--- src/rtl/vec_cache_tag_dirty_ctrl.sv ---
// rtl/vec_cache_tag_dirty_ctrl.sv - tag/dirty array port sequencer with flush sweep and eviction buffer
// Port 0 serves lookup-updates or the flush sweep; port 1 serves refills.
module vec_cache_tag_dirty_ctrl #(
   parameter int ADDR_WIDTH  = 10,
   parameter int DATA_WIDTH  = 4,
   parameter int EVICT_DEPTH = 2
) (
   input  logic                  clk,
   input  logic                  rst,
   input  logic                  upd_valid,
   output logic                  upd_ready,
   input  logic [ADDR_WIDTH-1:0] upd_addr,
   input  logic [DATA_WIDTH-1:0] upd_data,
   output logic                  upd_rsp_valid,
   output logic [DATA_WIDTH-1:0] upd_rsp_data,
   input  logic                  fill_valid,
   output logic                  fill_ready,
   input  logic [ADDR_WIDTH-1:0] fill_addr,
   input  logic [DATA_WIDTH-1:0] fill_data,
   input  logic                  flush_start,
   output logic                  flush_busy,
   output logic                  flush_done,
   output logic                  evict_valid,
   input  logic                  evict_ready,
   output logic [ADDR_WIDTH-1:0] evict_addr,
   output logic [DATA_WIDTH-1:0] evict_data,
   output logic                  arr_wr_en_0,
   output logic [ADDR_WIDTH-1:0] arr_addr_0,
   output logic [DATA_WIDTH-1:0] arr_wr_data_0,
   input  logic [DATA_WIDTH-1:0] arr_rd_data_0,
   output logic                  arr_wr_en_1,
   output logic [ADDR_WIDTH-1:0] arr_addr_1,
   output logic [DATA_WIDTH-1:0] arr_wr_data_1,
   input  logic [DATA_WIDTH-1:0] arr_rd_data_1
);
   localparam int PTR_W = (EVICT_DEPTH > 1) ? $clog2(EVICT_DEPTH) : 1;
   localparam int CNT_W = $clog2(EVICT_DEPTH + 1);
   localparam int ENT_W = ADDR_WIDTH + DATA_WIDTH;
   localparam logic [ADDR_WIDTH-1:0] LAST_IDX = '1;

   typedef enum logic [1:0] {IDLE, SWEEP, DRAIN, DONE} state_t;

   state_t                state;
   logic [ADDR_WIDTH-1:0] sweep_ptr;
   logic [ADDR_WIDTH-1:0] cap_addr;
   logic                  inflight;
   logic                  busy_q;
   logic                  done_q;
   logic                  rsp_valid_q;
   logic [CNT_W-1:0]      fifo_count;
   logic [PTR_W-1:0]      rd_ptr;
   logic [PTR_W-1:0]      wr_ptr;
   logic [ENT_W-1:0]      fifo_mem [EVICT_DEPTH];

   logic credit_ok;
   logic sweep_issue;
   logic upd_acc;
   logic fill_acc;
   logic p0_wr;
   logic collide;
   logic push;
   logic pop;
   logic unused_rd1;

   // An in-flight sweep read reserves a FIFO slot so its capture can never overflow.
   assign credit_ok   = (32'(fifo_count) + 32'(inflight)) < 32'(EVICT_DEPTH);
   assign sweep_issue = (state == SWEEP) && credit_ok;
   assign upd_ready   = !rst && (state == IDLE);
   assign upd_acc     = upd_valid && upd_ready;
   assign p0_wr       = upd_acc || sweep_issue;

   assign arr_wr_en_0   = p0_wr;
   assign arr_addr_0    = (state == SWEEP) ? sweep_ptr : (upd_acc ? upd_addr : '0);
   assign arr_wr_data_0 = upd_acc ? upd_data : '0;

   assign collide       = p0_wr && (fill_addr == arr_addr_0);
   assign fill_ready    = !rst && !collide;
   assign fill_acc      = fill_valid && fill_ready;
   assign arr_wr_en_1   = fill_acc;
   assign arr_addr_1    = fill_acc ? fill_addr : '0;
   assign arr_wr_data_1 = fill_acc ? fill_data : '0;
   assign unused_rd1    = ^arr_rd_data_1;

   assign upd_rsp_valid = rsp_valid_q;
   assign upd_rsp_data  = rsp_valid_q ? arr_rd_data_0 : '0;
   assign flush_busy    = busy_q;
   assign flush_done    = done_q;

   assign push        = inflight && (arr_rd_data_0 != '0);
   assign evict_valid = (fifo_count != '0);
   assign pop         = evict_valid && evict_ready;
   assign {evict_addr, evict_data} = evict_valid ? fifo_mem[rd_ptr] : '0;

   always_ff @(posedge clk or posedge rst) begin
      if (rst) begin
         state       <= IDLE;
         sweep_ptr   <= '0;
         cap_addr    <= '0;
         inflight    <= 1'b0;
         busy_q      <= 1'b0;
         done_q      <= 1'b0;
         rsp_valid_q <= 1'b0;
      end else begin
         rsp_valid_q <= upd_acc;
         inflight    <= sweep_issue;
         done_q      <= 1'b0;
         if (sweep_issue) begin
            cap_addr <= sweep_ptr;
            if (sweep_ptr != LAST_IDX)
               sweep_ptr <= sweep_ptr + ADDR_WIDTH'(1);
         end
         case (state)
            IDLE: begin
               if (flush_start) begin
                  state     <= SWEEP;
                  sweep_ptr <= '0;
                  busy_q    <= 1'b1;
               end
            end
            SWEEP: begin
               if (sweep_issue && (sweep_ptr == LAST_IDX))
                  state <= DRAIN;
            end
            DRAIN: begin
               if (!inflight && (fifo_count == '0)) begin
                  state  <= DONE;
                  done_q <= 1'b1;
               end
            end
            DONE: begin
               state  <= IDLE;
               busy_q <= 1'b0;
            end
            default: state <= IDLE;
         endcase
      end
   end

   always_ff @(posedge clk or posedge rst) begin
      if (rst) begin
         fifo_count <= '0;
         rd_ptr     <= '0;
         wr_ptr     <= '0;
      end else begin
         if (push)
            wr_ptr <= (wr_ptr == PTR_W'(EVICT_DEPTH - 1)) ? '0 : wr_ptr + PTR_W'(1);
         if (pop)
            rd_ptr <= (rd_ptr == PTR_W'(EVICT_DEPTH - 1)) ? '0 : rd_ptr + PTR_W'(1);
         case ({push, pop})
            2'b10:   fifo_count <= fifo_count + CNT_W'(1);
            2'b01:   fifo_count <= fifo_count - CNT_W'(1);
            default: fifo_count <= fifo_count;
         endcase
      end
   end

   always_ff @(posedge clk) begin
      if (push)
         fifo_mem[wr_ptr] <= {cap_addr, arr_rd_data_0};
   end
endmodule
--- config.mk ---
export PLATFORM = sky130hd
export DESIGN_NAME = vec_cache_tag_dirty_ctrl
export DESIGN_NICKNAME = d
export VERILOG_FILES = /design/src/rtl/vec_cache_tag_dirty_ctrl.sv
export SDC_FILE = /design/constraint.sdc
export NUM_CORES = 1
export LEC_CHECK = 0
export ABC_AREA = 1
export BUFFER_PORTS_ARGS = -buffer_cell sky130_fd_sc_hd__buf_2
export CAP_MARGIN = 20
export CORE_AREA = 2 2 91 93
export DETAILED_ROUTE_END_ITERATION = 6
export DIE_AREA = 0 0 93 95
export HOLD_SLACK_MARGIN = 0.12
export MAX_ROUTING_LAYER = met4
export PLACE_DENSITY = 0.75
export SLEW_MARGIN = 20
export SYNTH_ARGS = -nofsm -noshare
export SYNTH_HDL_FRONTEND = slang
export SYNTH_SLANG_ARGS = --single-unit
--- constraint.sdc ---
create_clock -name clk -period 1.66 [get_ports clk]
set_input_delay 0.083 -clock clk [delete_from_list [all_inputs] [get_ports clk]]
set_output_delay 0.083 -clock clk [all_outputs]
set_load 0.05 [all_outputs]
After elaboration in Yosys (flattened, before gate mapping)

Memory sizes are Yosys's and may differ from the RTL's.
Cells that the tools add are included.

Reduce and logical (&&, ||, !) cells: 22
Add/subtract/negate cells: 6
Equality and inequality tests: 11
Muxes and demuxes: 24
Magnitude comparators: 1

Operators with widths:

| kind                                                                         | count |
|---|---|
| 10-bit 2-to-1 mux                                                            | 7 |
| 14-bit 2-to-1 mux                                                            | 1 |
| 4-bit 2-to-1 mux                                                             | 3 |
| 10-bit by 1-bit adder with 10-bit output, second input constant              | 1 |
| 10-bit == test                                                               | 1 |
| 10-bit == test, second input constant                                        | 1 |
| 1-bit logical AND                                                            | 10 |
| 10-bit != test, second input constant                                        | 1 |
| 2-bit one-hot mux with 4 select lines                                        | 1 |
| 1-bit 2-to-1 mux                                                             | 7 |
| 2-bit == test, second input constant                                         | 3 |
| 2-bit 2-to-1 mux                                                             | 3 |
| 2-bit nonzero test                                                           | 3 |
| 2-bit by 1-bit == test with 1-bit output, second input constant              | 2 |
| 2-bit zero test                                                              | 2 |
| 2-bit != test, second input constant                                         | 2 |
| 2-bit one-hot mux with 2 select lines                                        | 1 |
| 4-bit nonzero test                                                           | 1 |
| 2-bit by 1-bit adder with 3-bit output                                       | 1 |
| 1-bit zero test                                                              | 3 |
| 3-bit by 2-bit less-than comparator with 1-bit output, second input constant | 1 |
| 3-bit AND reduction                                                          | 1 |
| 1-bit adder, second input constant                                           | 2 |
| 2-bit by 1-bit adder with 2-bit output, second input constant                | 1 |
| other kinds (5)                                                              | 5 |

Register bits after elaboration: 30
Logic and storage cells: 75
Input bits: 42
Output and inout bits: 54
Memories kept: 1
Memory bits (writable): 28

Memories:

| memory   | depth | width | read ports | clocked after memory_dff | write ports | RTL line | source |
|---|---|---|---|---|---|---|---|
| fifo_mem | 2     | 14    | 1          | 0                        | 1           | 53       | `logic [ENT_W-1:0] fifo_mem [EVICT_DEPTH];` |

Logic depth before layout (Yosys ltp)

Gate-level depths: netlist of the first run.

Depth in word-level cells: 11
Gate-level depth with buffers: 15

Least setup slack after synthesis of the first run

No wires, ideal clock.

Path type: register to output
Start point: register state[0]
End point: output port arr_addr_1[3]
Arrival: 3.323 ns
Cell stages (with the launch flop): 14
Path slack: -1.746 ns
Required time: 1.577 ns
Path through: dfrtp_1 > inv_1 > ha_1 > nand3_2 > o21ai_0 > nand2_1 > nand2_1 > inv_1 > nand2_1 > nor2_1 > nand3_1 > nand3_2 > buf_6 > nor2_1

Cells in the longest elaborated chain, start to end: 11
Elaborated cells on any way between the ends: 14

Ends and longest elaborated chain:

| element                  | RTL line | source |
|---|---|---|
| start: declaration       | 43       | `state_t state;` |
| start signal: assignment | 96       | `state <= IDLE;` |
| start signal: assignment | 115      | `state <= SWEEP;` |
| start signal: assignment | 122      | `state <= DRAIN;` |
| 2-bit zero test          | 68       | `assign upd_ready = !rst && (state == IDLE);` |
| 1-bit logical AND        | 68       |  |
| 1-bit logical AND        | 69       | `assign upd_acc = upd_valid && upd_ready;` |
| 10-bit 2-to-1 mux        | 73       | `assign arr_addr_0 = (state == SWEEP) ? sweep_ptr : (upd_acc ? upd_addr : '0);` |
| 10-bit 2-to-1 mux *      | 73       |  |
| net arr_addr_0[3]        | 28       | `output logic [ADDR_WIDTH-1:0] arr_addr_0,` |
| 10-bit == test *         | 76       | `assign collide = p0_wr && (fill_addr == arr_addr_0);` |
| 1-bit logical AND *      | 76       |  |
| 1-bit zero test *        | 77       | `assign fill_ready = !rst && !collide;` |
| 1-bit logical AND *      | 77       |  |
| 1-bit logical AND *      | 78       | `assign fill_acc = fill_valid && fill_ready;` |
| 10-bit 2-to-1 mux *      | 80       | `assign arr_addr_1 = fill_acc ? fill_addr : '0;` |
| end: declaration         | 32       | `output logic [ADDR_WIDTH-1:0] arr_addr_1,` |

Mark *: on every way through the listed nets, which the timed path passes. The rest lies on a longest branch.

Worst setup path in the final report of the first run

Start point: register state[0]
End point: output port arr_wr_data_1[1]

Cells in the longest elaborated chain, start to end: 11
Elaborated cells on any way between the ends: 14

Ends and longest elaborated chain:

| element                         | RTL line | source |
|---|---|---|
| 2-bit zero test                 | 68       |  |
| 1-bit logical AND               | 68       |  |
| 1-bit logical AND               | 69       |  |
| 10-bit 2-to-1 mux (2 in series) | 73       |  |
| 10-bit == test                  | 76       |  |
| 1-bit logical AND *             | 76       |  |
| 1-bit zero test *               | 77       |  |
| 1-bit logical AND *             | 77       |  |
| 1-bit logical AND *             | 78       |  |
| 4-bit 2-to-1 mux *              | 81       | `assign arr_wr_data_1 = fill_acc ? fill_data : '0;` |
| end: declaration                | 33       | `output logic [DATA_WIDTH-1:0] arr_wr_data_1,` |

Mark *: on every way between the ends. The rest lies on a longest branch, timed or not.

==> key figures, run 1 <==
Run
  • Max-cap violation count: 0

Final layout
  • Commonest non-fill, non-tap cell in the layout: nand2_1
  • Most frequent cells in the layout: nand2_1, buf_2, inv_1, buf_4, buf_6
  • Multi-input gate area: 1588 um^2
  • Final nets: slightly below 600
  • Area grow syn2layout: 68.63%
  • Fraction of final layout cells sized beyond drive strength 1: 47.71%
  • Sequential cell area: around 1600 um^2
  • # diodes: 0
  • Fillers: 646

Status
  • Status: complete, but fails checks
  • Violations in the final reports: negative setup slack

Power and ir drop
  • Peak VDD IR: roughly 0.74 mV
  • Switching Share: between 40% and 50%
  • Combinational share of power: between 50% and 60%
  • Power Density: ~1400 nW/um^2
  • Pwr Total: about 0.0074 W
  • Internal power: between 0.004 and 0.005 W
  • Clk network pwr share: 18.4%
  • Leakage: 2.523 nW
  • Sequential group share of total power: 27.0%
  • P_sw: approximately 0.0033 W

Setup path
  • Worst-path cell chain: inv_2, ha_4, nand3_4, buf_6, o21ai_4, xor2_2, nor2_2, nand3_2, nand3_4, buf_12, nor2_4, buf_6
  • CP Launch Type: register
  • Worst Path Arrival: about 2.4 ns
  • CP endpoint kind: output pin
  • Critical path type: register to output pin
  • Worst EP required: around 1.6 ns
  • Delay of the slowest critical-path stage: around 0.43 ns
  • CP max-delay cell: dfrtp_1
  • Crit-path max FO: 6

Hold path
  • Worst hold-check path type: primary input to register

Routing
  • Routed length per placed instance: 13.55 um
  • Via count: 3102
  • Post-Route WL: around 9000 um
  • Residual DRC: 0
  • Drt first pass iters: 4
  • Detail Route Antenna Nets: 0
  • DR iter-0 viols: around 160
  • Post-DR vias/cell: around 4.8

Timing
  • Final Hold Fails: 0
  • Min Clock Period, post-route: roughly 2.5 ns
  • Final Cycle Share: 148.9%
  • Max Clock Skew: 0.008843 ns
  • Final WS setup: -0.8109 ns
  • Setup violators final: 31
  • Slew @ Worst Pin: around 0.71 ns
  • Max_slew headroom: between 50% and 60%
  • Unrepaired setup endpoints after global routing: yes
  • Max-slew violations: 0
  • F_max: around 0.4 GHz

Die
  • Die area: slightly below 9000 um^2
  • Row Count: 33
  • Die Ht: 95 um
  • IO Pins: 96
  • Core Area: approximately 7900 um^2
  • Initial Utilization: roughly 39%
  • Die W: 93 um

Clock network
  • Worst-Skew Late Latency: about 0.33 ns
  • CTS sink cnt: 58
  • TritonCTS clock tree: yes
  • Root buf cell: clkbuf_8
  • Clock Pin Slew Worst Setup and Hold Paths: approximately 0.070 ns
  • Clock Tree Buf Depth: 2
  • H-Tree Depth: 3
  • Num CTS Buffers: 9

Synthesis
  • Ys Warns: 0
  • Post-synthesis sequential area ratio: between 50% and 60%
  • Post-Syn Area: about 3000 um^2
  • Syn Area/Cell: roughly 8.2 um^2
  • Synth Instances: 373
  • Register bit total from synthesis: 58
  • Syn Nets: 422
  • Synth cell types: 29

Placement
  • IO buf count: 91
  • Post-DP HPWL: ~6000 um
  • Placer Congestion: between 0.9 and 1
  • Place WS: -0.6105 ns

Global route
  • Number of global-route vias before repair: between 3000 and 4000
  • First-pass GRT wire length: around 14000 um
  • GRT Total Usage: 21.22%
  • Initial antenna violation count: 0
  • Grt ovf: 0
  • Largest net degree at the start of global routing: 31
==> cells in the mapped netlist <==
| cell | count | area [um^2] |
|---|---|---|
| nand4_1 | 2 | 12.51 |
| ha_1 | 7 | 87.58 |
| nor3b_1 | 1 | 7.510 |
| clkbuf_1 | 6 | 22.52 |
| edfxtp_1 | 28 | 840.8 |
| o21bai_4 | 1 | 18.77 |
| buf_6 | 3 | 33.78 |
| o21ai_0 | 21 | 105.1 |
| nand2_1 | 107 | 401.6 |
| inv_2 | 3 | 11.26 |
| nand3_1 | 12 | 60.06 |
| o211ai_1 | 1 | 7.510 |
| nor2_2 | 1 | 6.260 |
| nand2_2 | 1 | 6.260 |
| nor2_1 | 41 | 153.9 |
| nand3_2 | 3 | 30.03 |
| xnor2_1 | 1 | 8.760 |
| o21ai_4 | 2 | 32.53 |
| dfrtp_1 | 30 | 750.7 |
| nor3_2 | 1 | 10.01 |
| o21a_1 | 1 | 7.510 |
| nor3_1 | 4 | 20.02 |
| xor2_1 | 5 | 43.79 |
| inv_1 | 60 | 225.2 |
| o41ai_1 | 1 | 8.760 |
| a31oi_1 | 2 | 12.51 |
| buf_4 | 1 | 7.510 |
| a21oi_1 | 25 | 125.1 |
| o21ai_2 | 2 | 17.52 |
==> kinds of logic (layout without fill, tap and decap cells) <==
logic type | count (synthesis) | in the layout | share of synthesized area, %
XOR/XNOR | 6 | 6 | 1.709
flip-flops | 58 | 58 | 51.75
AO/OA/AOI/OAI | 56 | 56 | 10.90
AND/OR/NAND/NOR | 173 | 173 | 23.03
buffers and inverters | 73 | 247 | 9.764
adder cells (fa/ha/maj) | 7 | 7 | 2.848
==> state kept, by name, summed over array words and instances, names as in the netlist <==
register and cells:
state 2, upd_rsp_valid 1, flush_done 1, fifo_mem 28, cap_addr 10, inflight 1, flush_busy 1, rd_ptr 1
fifo_count 2, sweep_ptr 10, wr_ptr 1
==> stage by stage <==
| step | utilization, % | instance area [um^2] | hold WS [ns] | instances | setup TNS, ns |
|---|---|---|---|---|---|
| floorplan | - | 3299 | 0.03415 | 373 | -10.91 |
| global placement | 53.58 | 4248 | 0.2423 | 614 | -14.38 |
| detailed placement | 53.71 | 4258 | 0.2551 | 615 | -10.08 |
| CTS | 63.89 | 5065 | 0.1230 | 646 | -13.44 |
| global route | 65.42 | 5186 | 0.1320 | 652 | -18.66 |
| finish | 65.42 | 5186 | 0.1137 | 652 | -14.67 |
==> layout make-up <==
| type | count | area share (%) |
|---|---|---|
| Sequential cell | 58 | 30.69 |
| Multi-Input combinational cell | 242 | 30.62 |
| Inverter | 63 | 4.801 |
| Clock buffer | 10 | 2.461 |
| Clock inverter | 6 | 1.568 |
| Timing Repair Buffer | 168 | 27.33 |
| Tap cell | 105 | 2.533 |
==> final timing paths <==
kind	from	endpoint	slack (ns)	cells past startpoint
max in group asynchronous	rst	cap_addr[4]$_DFFE_PP0P_	1.01	5
max	state[0]$_DFFE_PP0P_	arr_wr_data_1[1]	-0.81	12
min in group asynchronous	rst	fifo_count[0]$_DFFE_PP0P_	0.48	5
min	evict_ready	rd_ptr$_DFFE_PP0P_	0.11	4
max reg2reg	state[1]$_DFFE_PP0P_	sweep_ptr[5]$_DFF_PP0_	-0.01	11
min reg2reg	cap_addr[9]$_DFFE_PP0P_	fifo_mem[0][13]$_DFFE_PP_	0.47	0
==> power groups by stage <==
stage          registers, W  clock network, W  logic, W
2_1_floorplan       0.00205                 0   0.00241
3_3_place_gp        0.00199                 0   0.00340
3_5_place_dp        0.00201                 0   0.00348
4_1_cts             0.00200           0.00138   0.00388
5_1_grt             0.00203           0.00144   0.00433
6_report            0.00200           0.00136   0.00404
==> worst max-delay path, delay by kind of cell (launching register included) <==
| kind | cells | cell delay [ns] |
|---|---|---|
| XOR/XNOR | 1 | 0.18 |
| flip-flops | 1 | 0.43 |
| buffers and inverters | 4 | 0.61 |
| AO/OA/AOI/OAI | 1 | 0.18 |
| adder cells (fa/ha/maj) | 1 | 0.16 |
| AND/OR/NAND/NOR | 5 | 0.49 |
==> routing by layer <==
| layer | vias to the layer above | part of all wire [%] | track usage, % |
|---|---|---|---|
| li1 | 1524 | - | - |
| met1 | 1443 | 41 | 24.26 |
| met2 | 117 | 52 | 37.68 |
| met3 | 18 | 5.1 | 3.911 |
| met4 | 0 | 2.2 | 7.108 |
| met5 | - | 0 | - |
==> timing repair <==
action,CTS,global route
setup endpoints to repair,57,54
endpoints found under the hold margin,39,0
resized for setup,135,28
gates cloned,1,0
hold buffers,7,0
pin swaps,18,8
buffers inserted,7,8
No activity file was read; power rests on OpenSTA's default activity.
==> inputs of run 2 (changes only) <==
Settings changed: CORE_AREA 2 2 91 93 to 2 2 87 97, DIE_AREA 0 0 93 95 to 0 0 89 99, PLACE_DENSITY 0.75 to 0.76.
==> key figures, run 2 (synthesis gave the netlist of run 1 again) <==
Timing
  • Slew @ Worst Pin: 0.7211 ns (was 0.7103 ns)
  • Final Hold Fails: 0 (unchanged)
  • Min Clock Period, post-route: 2.591 ns (was 2.471 ns)
  • Unrepaired setup endpoints after global routing: yes (unchanged)
  • F_max: 0.3859 GHz (was 0.4047 GHz)
  • Final Cycle Share: 156.1% (was 148.9%)
  • Final WS setup: -0.9312 ns (was -0.8109 ns)
  • Setup violators final: 39 (was 31)
  • Max Clock Skew: 0.005510 ns (was 0.008843 ns)
  • Worst hold slack: 0.2530 ns (was 0.1137 ns)
  • Max_slew headroom: 51.87% (was 52.59%)
  • Max-slew violations: 0 (unchanged)

Clock network
  • CTS sink cnt: 58 (unchanged)
  • Num CTS Buffers: 9 (unchanged)
  • Root buf cell: clkbuf_8 (unchanged)
  • TritonCTS clock tree: yes (unchanged)
  • Worst-Skew Late Latency: 0.33 ns (about the same)
  • Clock Tree Buf Depth: 2 (unchanged)
  • Clock Pin Slew Worst Setup and Hold Paths: 0.07 ns (about the same)
  • H-Tree Depth: 3 (unchanged)

Final layout
  • Largest register FFs: 28 (unchanged)
  • Fillers: 599 (was 646)
  • Final nets: 596 (was 591)
  • # diodes: 0 (unchanged)
  • Finished Layout Cells: 660 (was 652)
  • Fraction of final layout cells sized beyond drive strength 1: 50.72% (was 47.71%)
  • Sequential cell area: 1593 um^2 (was 1592 um^2)
  • Biggest regs: fifo_mem (28), cap_addr (10), sweep_ptr (10) (unchanged)
  • Commonest non-fill, non-tap cell in the layout: nand2_1 (unchanged)
  • Area grow syn2layout: 72.99% (was 68.63%)
  • Multi-input gate area: 1652 um^2 (was 1588 um^2)
  • Most frequent cells in the layout: nand2_1, buf_2, buf_4 (was nand2_1, buf_2, inv_1, buf_4, buf_6)
  • Most flop-heavy register: fifo_mem (unchanged)
  • Post-route cell area: 5320 um^2 (was 5186 um^2)

Routing
  • Via count: 3153 (was 3102)
  • Drt first pass iters: 4 (unchanged)
  • Post-DR vias/cell: 4.777 (was 4.758)
  • Post-Route WL: 9679 um (was 8833 um)
  • Residual DRC: 0 (unchanged)
  • Routed length per placed instance: 14.67 um (was 13.55 um)
  • DR iter-0 viols: 195 (was 161)
  • Detail Route Antenna Nets: 0 (unchanged)

Die
  • Core Area: 7828 um^2 (was 7928 um^2)
  • IO Pins: 96 (unchanged)
  • Initial Utilization: 39.29% (was 38.79%)
  • Die Ht: 99 um (was 95 um)
  • Die area: 8811 um^2 (was 8835 um^2)
  • Die W: 89 um (was 93 um)
  • Row Count: 34 (was 33)

Setup path
  • CP endpoint kind: output pin (unchanged)
  • Worst EP required: 1.58 ns (about the same)
  • Worst Path Arrival: 2.51 ns (was 2.39 ns)
  • R2R setup slack: -0.22 ns (was -0.01 ns)
  • CP Launch Type: register (unchanged)
  • FF-to-FF path depth: 13 (was 11)
  • CP Launch Point: state[1]$_DFFE_PP0P_ (was state[0]$_DFFE_PP0P_)
  • Crit-path max FO: 6 (unchanged)
  • Worst r2r src: state[1]$_DFFE_PP0P_ (unchanged)
  • Critical path type: register to output pin (unchanged)
  • End of the critical path: arr_addr_1[8] (was arr_wr_data_1[1])
  • Worst R2R End: sweep_ptr[5]$_DFF_PP0_ (unchanged)

Placement
  • Placer Congestion: 0.9085 (was 0.9006)
  • Post-DP HPWL: 6031 um (was 5993 um)
  • Placed instance count: 621 (was 615)
  • Placed Area: 4294 um^2 (was 4258 um^2)
  • IO buf count: 91 (unchanged)

Power and ir drop
  • Peak VDD IR: 0.6006 mV (was 0.7369 mV)
  • Leakage: 2.597 nW (was 2.523 nW)
  • Power Density: 1455 nW/um^2 (was 1428 nW/um^2)

Hold path
  • Worst min-delay path startpoint: arr_rd_data_0[0] (was evict_ready)
  • Worst hold-check path type: primary input to register (unchanged)

Global route
  • Grt ovf: 0 (unchanged)
  • First-pass GRT wire length: 14280 um (unchanged)
  • GRT Total Usage: 21.51% (was 21.22%)
  • Largest net degree at the start of global routing: 31 (unchanged)
  • Initial antenna violation count: 0 (unchanged)
  • Number of global-route vias before repair: 3143 (was 3128)

Status
  • Violations in the final reports: negative setup slack (unchanged)
  • Status: complete, but fails checks (unchanged)

Run
  • Max-cap violation count: 0 (unchanged)
run 2: timing repair:
action | 4_1_cts | 5_1_grt
hold endpoints to repair | 40 | 0
gates cloned | 0 | 0
endpoints found under the setup margin | 82 | 73
hold buffers | 8 | 0
resized for setup | 92 | 82
setup buffers | 6 | 13
pin swaps | 10 | 21
run 2: stage by stage:
step / total power [W] / setup TNS, ns / util (%) / worst slack, ns
after floorplan: 0.004465 / -10.91 / - / -0.7064
after global placement: 0.005410 / -13.31 / 54.86 / -0.6186
after detailed placement: 0.005512 / -16.67 / 54.86 / -0.6871
after CTS: 0.007270 / -14.29 / 63.22 / -0.8275
after global routing: 0.008159 / -21.02 / 67.97 / -1.040
final: 0.007742 / -17.34 / 67.97 / -0.9312
run 2: final cells by class:
type,instances,share of cell area [%]
clock buffers,11,2.846
clock inverters,5,1.435
inverters,63,4.845
multi-input cells,242,31.04
flip-flops and latches,58,29.94
well taps,108,2.540
repair buffers,173,27.35
run 2: how the worst min path moves through the flow:
stage                              end  slack, ns  cells after the start
5_1_grt             wr_ptr$_DFFE_PP0P_       0.26                      4
4_1_cts        upd_rsp_valid$_DFF_PP0_       0.21                      4
6_report            wr_ptr$_DFFE_PP0P_       0.25                      4
2_1_floorplan  cap_addr[0]$_DFFE_PP0P_       0.03                      1
3_5_place_dp      state[0]$_DFFE_PP0P_       0.25                      3
3_3_place_gp      state[1]$_DFFE_PP0P_       0.25                      3
run 2: power by group:
group / total (W) / switching, W / internal (W)
clock network: 0.00147 / 0.000553 / 0.000919
registers: 0.00202 / 0.000182 / 0.00183
logic: 0.00425 / 0.00272 / 0.00153
run 2: critical path, cell delays in order, from the launching register on:
cell,delay [ns]
dfrtp_1,0.39
inv_2,0.11
ha_4,0.20
clkinvlp_4,0.23
nand2_1,0.17
o21ai_4,0.08
xor2_1,0.20
nor2_2,0.09
nand3_2,0.08
nand3_4,0.14
buf_12,0.18
nor2_4,0.11
buf_6,0.16
run 2: metal layers:
layer  share of wire [%]  track usage [%]  wire (um)  vias to the layer above
met3                 4.9            4.104        474                       20
li1                    -                -          -                     1532
met2                  54            37.20       5242                      115
met4                 2.1            7.233        203                        0
met5                   0                -          0                        -
met1                  39            24.70       3759                     1486
